===== src/rtl/arm_regfile_mp_pkg.sv =====
// Shared core definitions for the multi-port ARM register file: default widths,
// PC index and the register-index type.
package arm_core_pkg;

  localparam int DEF_XLEN  = 32;
  localparam int DEF_NREGS = 16;
  localparam int DEF_AW    = $clog2(DEF_NREGS);
  localparam int PC_IDX    = DEF_NREGS - 1;

  typedef logic [DEF_AW-1:0] reg_idx_t;

  // The PC is always the top architectural index and is never stored.
  function automatic int pc_idx(input int nregs);
    return nregs - 1;
  endfunction

endpackage


===== src/rtl/arm_regfile_mp_if.sv =====
// Operand-fetch / writeback bus of the multi-port register file.
interface arm_regfile_mp_if #(
  parameter int XLEN  = 32,
  parameter int NREGS = 16,
  parameter int NRD   = 3,
  parameter int AW    = $clog2(NREGS)
);
  // No valid/ready pair: reads are combinational with zero latency, and each
  // enable (we3, we4, pend_set) is a single-cycle strobe committed at the
  // rising edge it is sampled on; rd_busy tells the consumer to stall.
  logic [NRD*AW-1:0]   ra;
  logic [NRD*XLEN-1:0] rd;
  logic [NRD-1:0]      rd_busy;
  logic [XLEN-1:0]     r15;
  logic                we3;
  logic [AW-1:0]       a3;
  logic [XLEN-1:0]     wd3;
  logic                we4;
  logic [AW-1:0]       a4;
  logic [XLEN-1:0]     wd4;
  logic                pend_set;
  logic [AW-1:0]       pend_idx;

  modport master (
    output ra, r15, we3, a3, wd3, we4, a4, wd4, pend_set, pend_idx,
    input  rd, rd_busy
  );

  modport slave (
    input  ra, r15, we3, a3, wd3, we4, a4, wd4, pend_set, pend_idx,
    output rd, rd_busy
  );
endinterface


===== src/rtl/arm_regfile_mp_scoreboard.sv =====
// Pending-write scoreboard: one bit per stored register, set by a producer
// issue, cleared by a committed write, looked up per read port.
module regfile_scoreboard #(
  parameter int NREGS = 16,
  parameter int NRD   = 3,
  parameter int AW    = $clog2(NREGS)
) (
  input  logic              clk,
  input  logic              reset,
  input  logic              i_set,
  input  logic [AW-1:0]     i_set_idx,
  input  logic              i_clr_a,
  input  logic [AW-1:0]     i_clr_a_idx,
  input  logic              i_clr_b,
  input  logic [AW-1:0]     i_clr_b_idx,
  input  logic [NRD*AW-1:0] i_ra,
  input  logic [NRD-1:0]    i_fwd,
  output logic [NRD-1:0]    o_busy
);

  logic [NREGS-2:0] r_pend;
  logic [NREGS-2:0] w_pend_nxt;
  logic             w_set_ok;

  assign w_set_ok = i_set && (int'(i_set_idx) < NREGS - 1);

  // Set is applied after the clears so a new producer supersedes the old write.
  always_comb begin
    w_pend_nxt = r_pend;
    for (int i = 0; i < NREGS - 1; i++) begin
      if (i_clr_a && int'(i_clr_a_idx) == i) w_pend_nxt[i] = 1'b0;
      if (i_clr_b && int'(i_clr_b_idx) == i) w_pend_nxt[i] = 1'b0;
      if (w_set_ok && int'(i_set_idx) == i)  w_pend_nxt[i] = 1'b1;
    end
  end

  always_ff @(posedge clk or posedge reset) begin
    if (reset) r_pend <= '0;
    else       r_pend <= w_pend_nxt;
  end

  // PC and out-of-range indices match no entry and so read as not busy.
  always_comb begin
    o_busy = '0;
    for (int k = 0; k < NRD; k++) begin
      for (int i = 0; i < NREGS - 1; i++) begin
        if (int'(i_ra[k*AW +: AW]) == i) o_busy[k] = r_pend[i] && !i_fwd[k];
      end
    end
  end

endmodule


===== src/rtl/arm_regfile_mp.sv =====
// Multi-port ARM register file: NRD combinational read ports with PC+8
// substitution, two write ports, optional write bypass and pending scoreboard.
module arm_regfile_mp
  import arm_core_pkg::*;
#(
  parameter int XLEN   = DEF_XLEN,
  parameter int NREGS  = DEF_NREGS,
  parameter int NRD    = 3,
  parameter int BYPASS = 1,
  parameter int AW     = $clog2(NREGS)
) (
  input logic             clk,
  input logic             reset,
  arm_regfile_mp_if.slave bus
);

  localparam int PC = pc_idx(NREGS);

  logic [XLEN-1:0]     r_regs [NREGS-1];
  logic                w_we3;
  logic                w_we4;
  logic [NRD*XLEN-1:0] w_rd;
  logic [NRD-1:0]      w_fwd;

  // Writes to the PC or beyond the register count are dropped entirely.
  assign w_we3 = bus.we3 && (int'(bus.a3) < PC);
  assign w_we4 = bus.we4 && (int'(bus.a4) < PC);

  // Port 4 is written last so it wins an address collision with port 3.
  always_ff @(posedge clk or posedge reset) begin
    if (reset) begin
      for (int i = 0; i < NREGS - 1; i++) r_regs[i] <= '0;
    end else begin
      if (w_we3) r_regs[bus.a3] <= bus.wd3;
      if (w_we4) r_regs[bus.a4] <= bus.wd4;
    end
  end

  always_comb begin
    w_rd  = '0;
    w_fwd = '0;
    for (int k = 0; k < NRD; k++) begin
      if (int'(bus.ra[k*AW +: AW]) == PC) begin
        w_rd[k*XLEN +: XLEN] = bus.r15;
      end else if (int'(bus.ra[k*AW +: AW]) < PC) begin
        if (BYPASS != 0 && w_we4 && bus.a4 == bus.ra[k*AW +: AW]) begin
          w_rd[k*XLEN +: XLEN] = bus.wd4;
          w_fwd[k]             = 1'b1;
        end else if (BYPASS != 0 && w_we3 && bus.a3 == bus.ra[k*AW +: AW]) begin
          w_rd[k*XLEN +: XLEN] = bus.wd3;
          w_fwd[k]             = 1'b1;
        end else begin
          w_rd[k*XLEN +: XLEN] = r_regs[bus.ra[k*AW +: AW]];
        end
      end
    end
  end

  assign bus.rd = w_rd;

  regfile_scoreboard #(
    .NREGS (NREGS),
    .NRD   (NRD),
    .AW    (AW)
  ) u_sb (
    .clk         (clk),
    .reset       (reset),
    .i_set       (bus.pend_set),
    .i_set_idx   (bus.pend_idx),
    .i_clr_a     (w_we3),
    .i_clr_a_idx (bus.a3),
    .i_clr_b     (w_we4),
    .i_clr_b_idx (bus.a4),
    .i_ra        (bus.ra),
    .i_fwd       (w_fwd),
    .o_busy      (bus.rd_busy)
  );

endmodule


===== src/flat_wrapper.sv =====
// flat-port wrapper written by rule: the top's interface ports become plain ports
module arm_regfile_mp_flat import arm_core_pkg::*;
#(
  parameter int XLEN   = DEF_XLEN,
  parameter int NREGS  = DEF_NREGS,
  parameter int NRD    = 3,
  parameter int BYPASS = 1,
  parameter int AW     = $clog2(NREGS)
)
  (clk, reset, bus_ra, bus_r15, bus_we3, bus_a3, bus_wd3, bus_we4, bus_a4, bus_wd4, bus_pend_set, bus_pend_idx, bus_rd, bus_rd_busy);
  arm_regfile_mp_if #(.XLEN(XLEN), .NREGS(NREGS), .NRD(NRD), .AW(AW)) bus_i ();
  input logic clk;
  input logic reset;
  input wire logic [$bits(bus_i.ra)-1:0] bus_ra;
  input wire logic [$bits(bus_i.r15)-1:0] bus_r15;
  input wire logic [$bits(bus_i.we3)-1:0] bus_we3;
  input wire logic [$bits(bus_i.a3)-1:0] bus_a3;
  input wire logic [$bits(bus_i.wd3)-1:0] bus_wd3;
  input wire logic [$bits(bus_i.we4)-1:0] bus_we4;
  input wire logic [$bits(bus_i.a4)-1:0] bus_a4;
  input wire logic [$bits(bus_i.wd4)-1:0] bus_wd4;
  input wire logic [$bits(bus_i.pend_set)-1:0] bus_pend_set;
  input wire logic [$bits(bus_i.pend_idx)-1:0] bus_pend_idx;
  output wire logic [$bits(bus_i.rd)-1:0] bus_rd;
  output wire logic [$bits(bus_i.rd_busy)-1:0] bus_rd_busy;
  assign bus_i.ra = bus_ra;
  assign bus_i.r15 = bus_r15;
  assign bus_i.we3 = bus_we3;
  assign bus_i.a3 = bus_a3;
  assign bus_i.wd3 = bus_wd3;
  assign bus_i.we4 = bus_we4;
  assign bus_i.a4 = bus_a4;
  assign bus_i.wd4 = bus_wd4;
  assign bus_i.pend_set = bus_pend_set;
  assign bus_i.pend_idx = bus_pend_idx;
  assign bus_rd = bus_i.rd;
  assign bus_rd_busy = bus_i.rd_busy;
  arm_regfile_mp #(.XLEN(XLEN), .NREGS(NREGS), .NRD(NRD), .BYPASS(BYPASS), .AW(AW)) u_core (.clk(clk), .reset(reset), .bus(bus_i));
endmodule

===== config.mk =====
export PLATFORM = sky130hd
export DESIGN_NAME = arm_regfile_mp_flat
export DESIGN_NICKNAME = d
export VERILOG_FILES = /design/src/rtl/arm_regfile_mp_pkg.sv /design/src/rtl/arm_regfile_mp_if.sv /design/src/rtl/arm_regfile_mp_scoreboard.sv /design/src/rtl/arm_regfile_mp.sv /design/src/flat_wrapper.sv
export SDC_FILE = /design/constraint.sdc
export NUM_CORES = 2
export LEC_CHECK = 0
export BUFFER_PORTS_ARGS = -buffer_cell sky130_fd_sc_hd__buf_2
export CORE_MARGIN = 2
export CORE_UTILIZATION = 39
export CTS_BUF_LIST = sky130_fd_sc_hd__clkbuf_4
export DETAILED_ROUTE_END_ITERATION = 12
export HOLD_SLACK_MARGIN = 0.12
export PLACE_DENSITY = 0.63
export SYNTH_ARGS = -nofsm -noshare
export SYNTH_HDL_FRONTEND = slang
export SYNTH_SLANG_ARGS = --single-unit
export TNS_END_PERCENT = 100

===== constraint.sdc =====
create_clock -name clk -period 20.3 [get_ports clk]
set_clock_uncertainty 0.1 [all_clocks]
set_input_delay 2.03 -clock clk [delete_from_list [all_inputs] [get_ports clk]]
set_output_delay 2.03 -clock clk [all_outputs]
set_load 0.01 [all_outputs]

==> summary.txt <==
====================================================================================
Placer Congestion .....................................................        0.879
# rows ................................................................          113
Iter 0 DRT Violations .................................................         5444
Number of top-level design ports ......................................          224
Number of enable flip-flop cells after synthesis ......................            0
Share of layout cells above drive strength 1 ..........................        25.4%
Nets ..................................................................         3885
Comb pwr share ........................................................        32.1%
Fraction of synthesized cell area taken by the top area cell type .....        33.2%
Dominant cell by count in the synthesized netlist ..................... sky130_fd_sc_hd__mux2i_1
Distinct cell type count of the synthesized netlist ...................           61
Time the final worst path needs with I/O delays and setup .............      8350 ps
Int Pwr ...............................................................      2.34 mW
Count of TritonRoute iterations in the first routing pass .............            9
Storage element area ..................................................   12400 um^2
Pwr Density ........................................................... 90.3 nW/um^2
Cell chosen for the clock root ........................................ sky130_fd_sc_hd__clkbuf_4
Mapped Nets ...........................................................         3923
Cells after Synth .....................................................         3798
Finished layout cell area .............................................   40500 um^2
Hold-fix buffers at CTS ...............................................            0
Height of the chip ....................................................       313 um
Non-filler cells, final ...............................................         5125
Clock latency reported for the late side of the worst-skew pair .......      1020 ps
Number of instances in the placed design ..............................         4874
Dpl cell area .........................................................   38700 um^2
Cell area after technology mapping ....................................   37300 um^2
Number of max-slew violations in the final report .....................            0
Die X-Extent ..........................................................       313 um
Max FO, Critical Path .................................................           58
R2r setup slk .........................................................     19270 ps
CP endpoint ........................................................... bus_rd_busy[0]
Setup Fix Bufs, Post-CTS ..............................................            0
Leakage power of the design ...........................................      16.6 nW
Effective utilization at floorplan ....................................        39.3%
Fill cell instance count of the final layout ..........................         9103
Number of warnings reported in the yosys synthesis log ................            0
First-pass GRT wire length ............................................       226 mm
Outcome ...............................................................    completed
Crit path capture type ................................................  output port
R2r endpoint .......................................................... u_core.r_regs[62]$_DFF_PP0_
Average cell area after synthesis .....................................    9.83 um^2
Register share of total power .........................................        41.1%
Clock tree buffer depth ...............................................            3
CTS tree ..............................................................         done
Via/cell ratio ........................................................         6.57
Number of remaining DRC errors ........................................            0
Critical path start-end classification ................................ input pin to output port
Required time reported for the critical path endpoint .................     18170 ps
Final Hold Viols ......................................................            0
Largest net degree at the start of global routing .....................          112
Remaining antenna violation count after routing .......................            0
Number of buffers inserted by port buffering ..........................          223
Kind of launch point of the worst setup path ..........................    input pin
Flip-flop and latch count after synthesis .............................          495
Routed via count ......................................................        33700
Slew margin rel. ......................................................        4.30%
Setup TNS after final layout ..........................................         0 ps
Setup ws final ........................................................     11950 ps
Global-route total usage across every layer ...........................        31.4%
Max-cap violations ....................................................            0
Finished Core Util ....................................................        42.7%
Maximum resistive drop on vdd .........................................    0.0450 mV
Total power consumption of the routed design ..........................      3.66 mW
Cell types occupying the most area after synthesis .................... sky130_fd_sc_hd__dfrtp_1 33%, sky130_fd_sc_hd__mux2i_1 15%, sky130_fd_sc_hd__mux4_2 14%, sky130_fd_sc_hd__mux2_2 5.3%, sky130_fd_sc_hd__a21oi_1 4.3%
Fraction of the yosys area taken by sequential cells ..................        33.2%
Layout Area Growth over Synthesis .....................................        8.57%
Post-cts resize count .................................................            0
Post-DP HPWL ..........................................................      88.9 mm
Core box area .........................................................   94900 um^2
RSZ-0062 raised after global routing ..................................        false
Post-synthesis cell type with the largest combined area ............... sky130_fd_sc_hd__dfrtp_1
Proportion of synthesized flip-flops having asynchronous set or reset .         100%
TritonCTS Sinks .......................................................          495
Detailed-route wire length per cell ...................................      30.7 um
Start point of the critical path ......................................    bus_ra[1]
CTS buffer count ......................................................          149
Number of antenna violations at the first check in global routing .....           11
Multi-input gate area .................................................   23000 um^2
Routed wire length ....................................................       157 mm
H-Tree Depth ..........................................................            4
Post-Place Setup Slack ................................................     12380 ps
Final setup fails .....................................................            0
Die area ..............................................................   98200 um^2
Vias in the first global route ........................................        31800
Leftover overflow at the end of global routing ........................            0
Least-Margin Pin Slew .................................................      1430 ps
Clock-pin transition on the worst setup and hold timing paths .........        50 ps
Power share of the clock group ........................................        26.8%
Period utilisation layout .............................................        41.1%
Switching portion of total power ......................................        36.1%
Leading cell types by count after synthesis ........................... 562 x sky130_fd_sc_hd__mux2i_1, 495 x sky130_fd_sc_hd__dfrtp_1, 357 x sky130_fd_sc_hd__nor2_1
Type of the tightest min-delay check .................................. register to register
Synth Flop Type ....................................................... sky130_fd_sc_hd__dfrtp_1
Cell depth of the worst flop-to-flop path .............................            4
Worst hold slack ......................................................       483 ps
Fmax ..................................................................    0.120 GHz
Worst r2r src ......................................................... u_core.r_regs[62]$_DFF_PP0_
Data arrival at the endpoint of the critical path .....................      6220 ps
Switching power summed over all nets ..................................      1.32 mW
====================================================================================
[cells by family after synthesis]
family                 after synthesis  synth area share [%]
buffers and inverters              494                  5.93
AO/OA/AOI/OAI                      976                  16.4
AND/OR/NAND/NOR                    837                  9.45
flip-flops                         495                  33.2
XOR/XNOR                            24                 0.563
multiplexers                       972                  34.5
[cell usage in the layout, fill, tap and decap left out, drive strengths merged, types with 9 or more instances in the layout]
cell     count
clkinv      33
a22oi      189
inv         11
mux2i      562
a222oi      56
o21ai      282
nor2       363
xnor2       12
a221oi       9
o211a       22
mux4       233
clkbuf     203
mux2       177
a21oi      318
dfrtp      495
a2111oi     17
o211ai      28
nor2b       14
a211oi      10
diode       10
nand3       87
xor2        12
nor3        10
buf        294
nand2      312
a22o        18
[layer usage]
| metal | up-vias | wire [um] | GRT usage, % |
|---|---|---|---|
| met2 | 2482 | 68700 | 46.5 |
| met4 | 8 | 7520 | 15.0 |
| met3 | 479 | 20600 | 9.39 |
| met5 | - | 155 | 0 |
| met1 | 16500 | 60100 | 42.0 |
| li1 | 14200 | - | - |
[worst min path at each step]
stage,endpoint,slack (ps),depth (start not counted),from
final,u_core.u_sb.r_pend[13]$_DFFE_PP0P_,480,2,u_core.u_sb.r_pend[13]$_DFFE_PP0P_
after CTS,u_core.u_sb.r_pend[13]$_DFFE_PP0P_,480,2,u_core.u_sb.r_pend[13]$_DFFE_PP0P_
after global placement,u_core.u_sb.r_pend[13]$_DFFE_PP0P_,440,2,u_core.u_sb.r_pend[13]$_DFFE_PP0P_
after global routing,u_core.u_sb.r_pend[2]$_DFFE_PP0P_,520,1,u_core.u_sb.r_pend[2]$_DFFE_PP0P_
after floorplan,u_core.u_sb.r_pend[13]$_DFFE_PP0P_,420,2,u_core.u_sb.r_pend[13]$_DFFE_PP0P_
after detailed placement,u_core.u_sb.r_pend[0]$_DFFE_PP0P_,470,1,u_core.u_sb.r_pend[0]$_DFFE_PP0P_
[final cells by class]
type / count / share of cell area (%)
diodes: 10 / 0.0618
clock buffers: 200 / 3.71
clock inverters: 41 / 0.648
inverters: 8 / 0.0926
multi-input cells: 2809 / 56.8
flip-flops and latches: 495 / 30.6
well taps: 1265 / 3.91
repair buffers: 297 / 4.24
[power by group through the flow]
stage	sequential [mW]	clock (mW)	combinational, mW
2_1_floorplan	1.42	0	0.877
3_3_place_gp	1.49	0	1.14
3_5_place_dp	1.50	0	1.16
4_1_cts	1.49	0.990	1.16
5_1_grt	1.53	1.05	1.26
6_report	1.50	0.983	1.17
[critical path: stages]
cell and delay, ps:
sky130_fd_sc_hd__clkbuf_8 430, sky130_fd_sc_hd__buf_4 760, sky130_fd_sc_hd__nor2b_1 760, sky130_fd_sc_hd__a221oi_1 220, sky130_fd_sc_hd__a21oi_1 200, sky130_fd_sc_hd__a32oi_1 80, sky130_fd_sc_hd__a2111oi_1 1230, sky130_fd_sc_hd__buf_2 310
[flip-flops by register name, indices dropped and copies added (netlist names)]
name                cells
u_core.r_regs         480
u_core.u_sb.r_pend     15
Power figures use the tool's default switching activity.
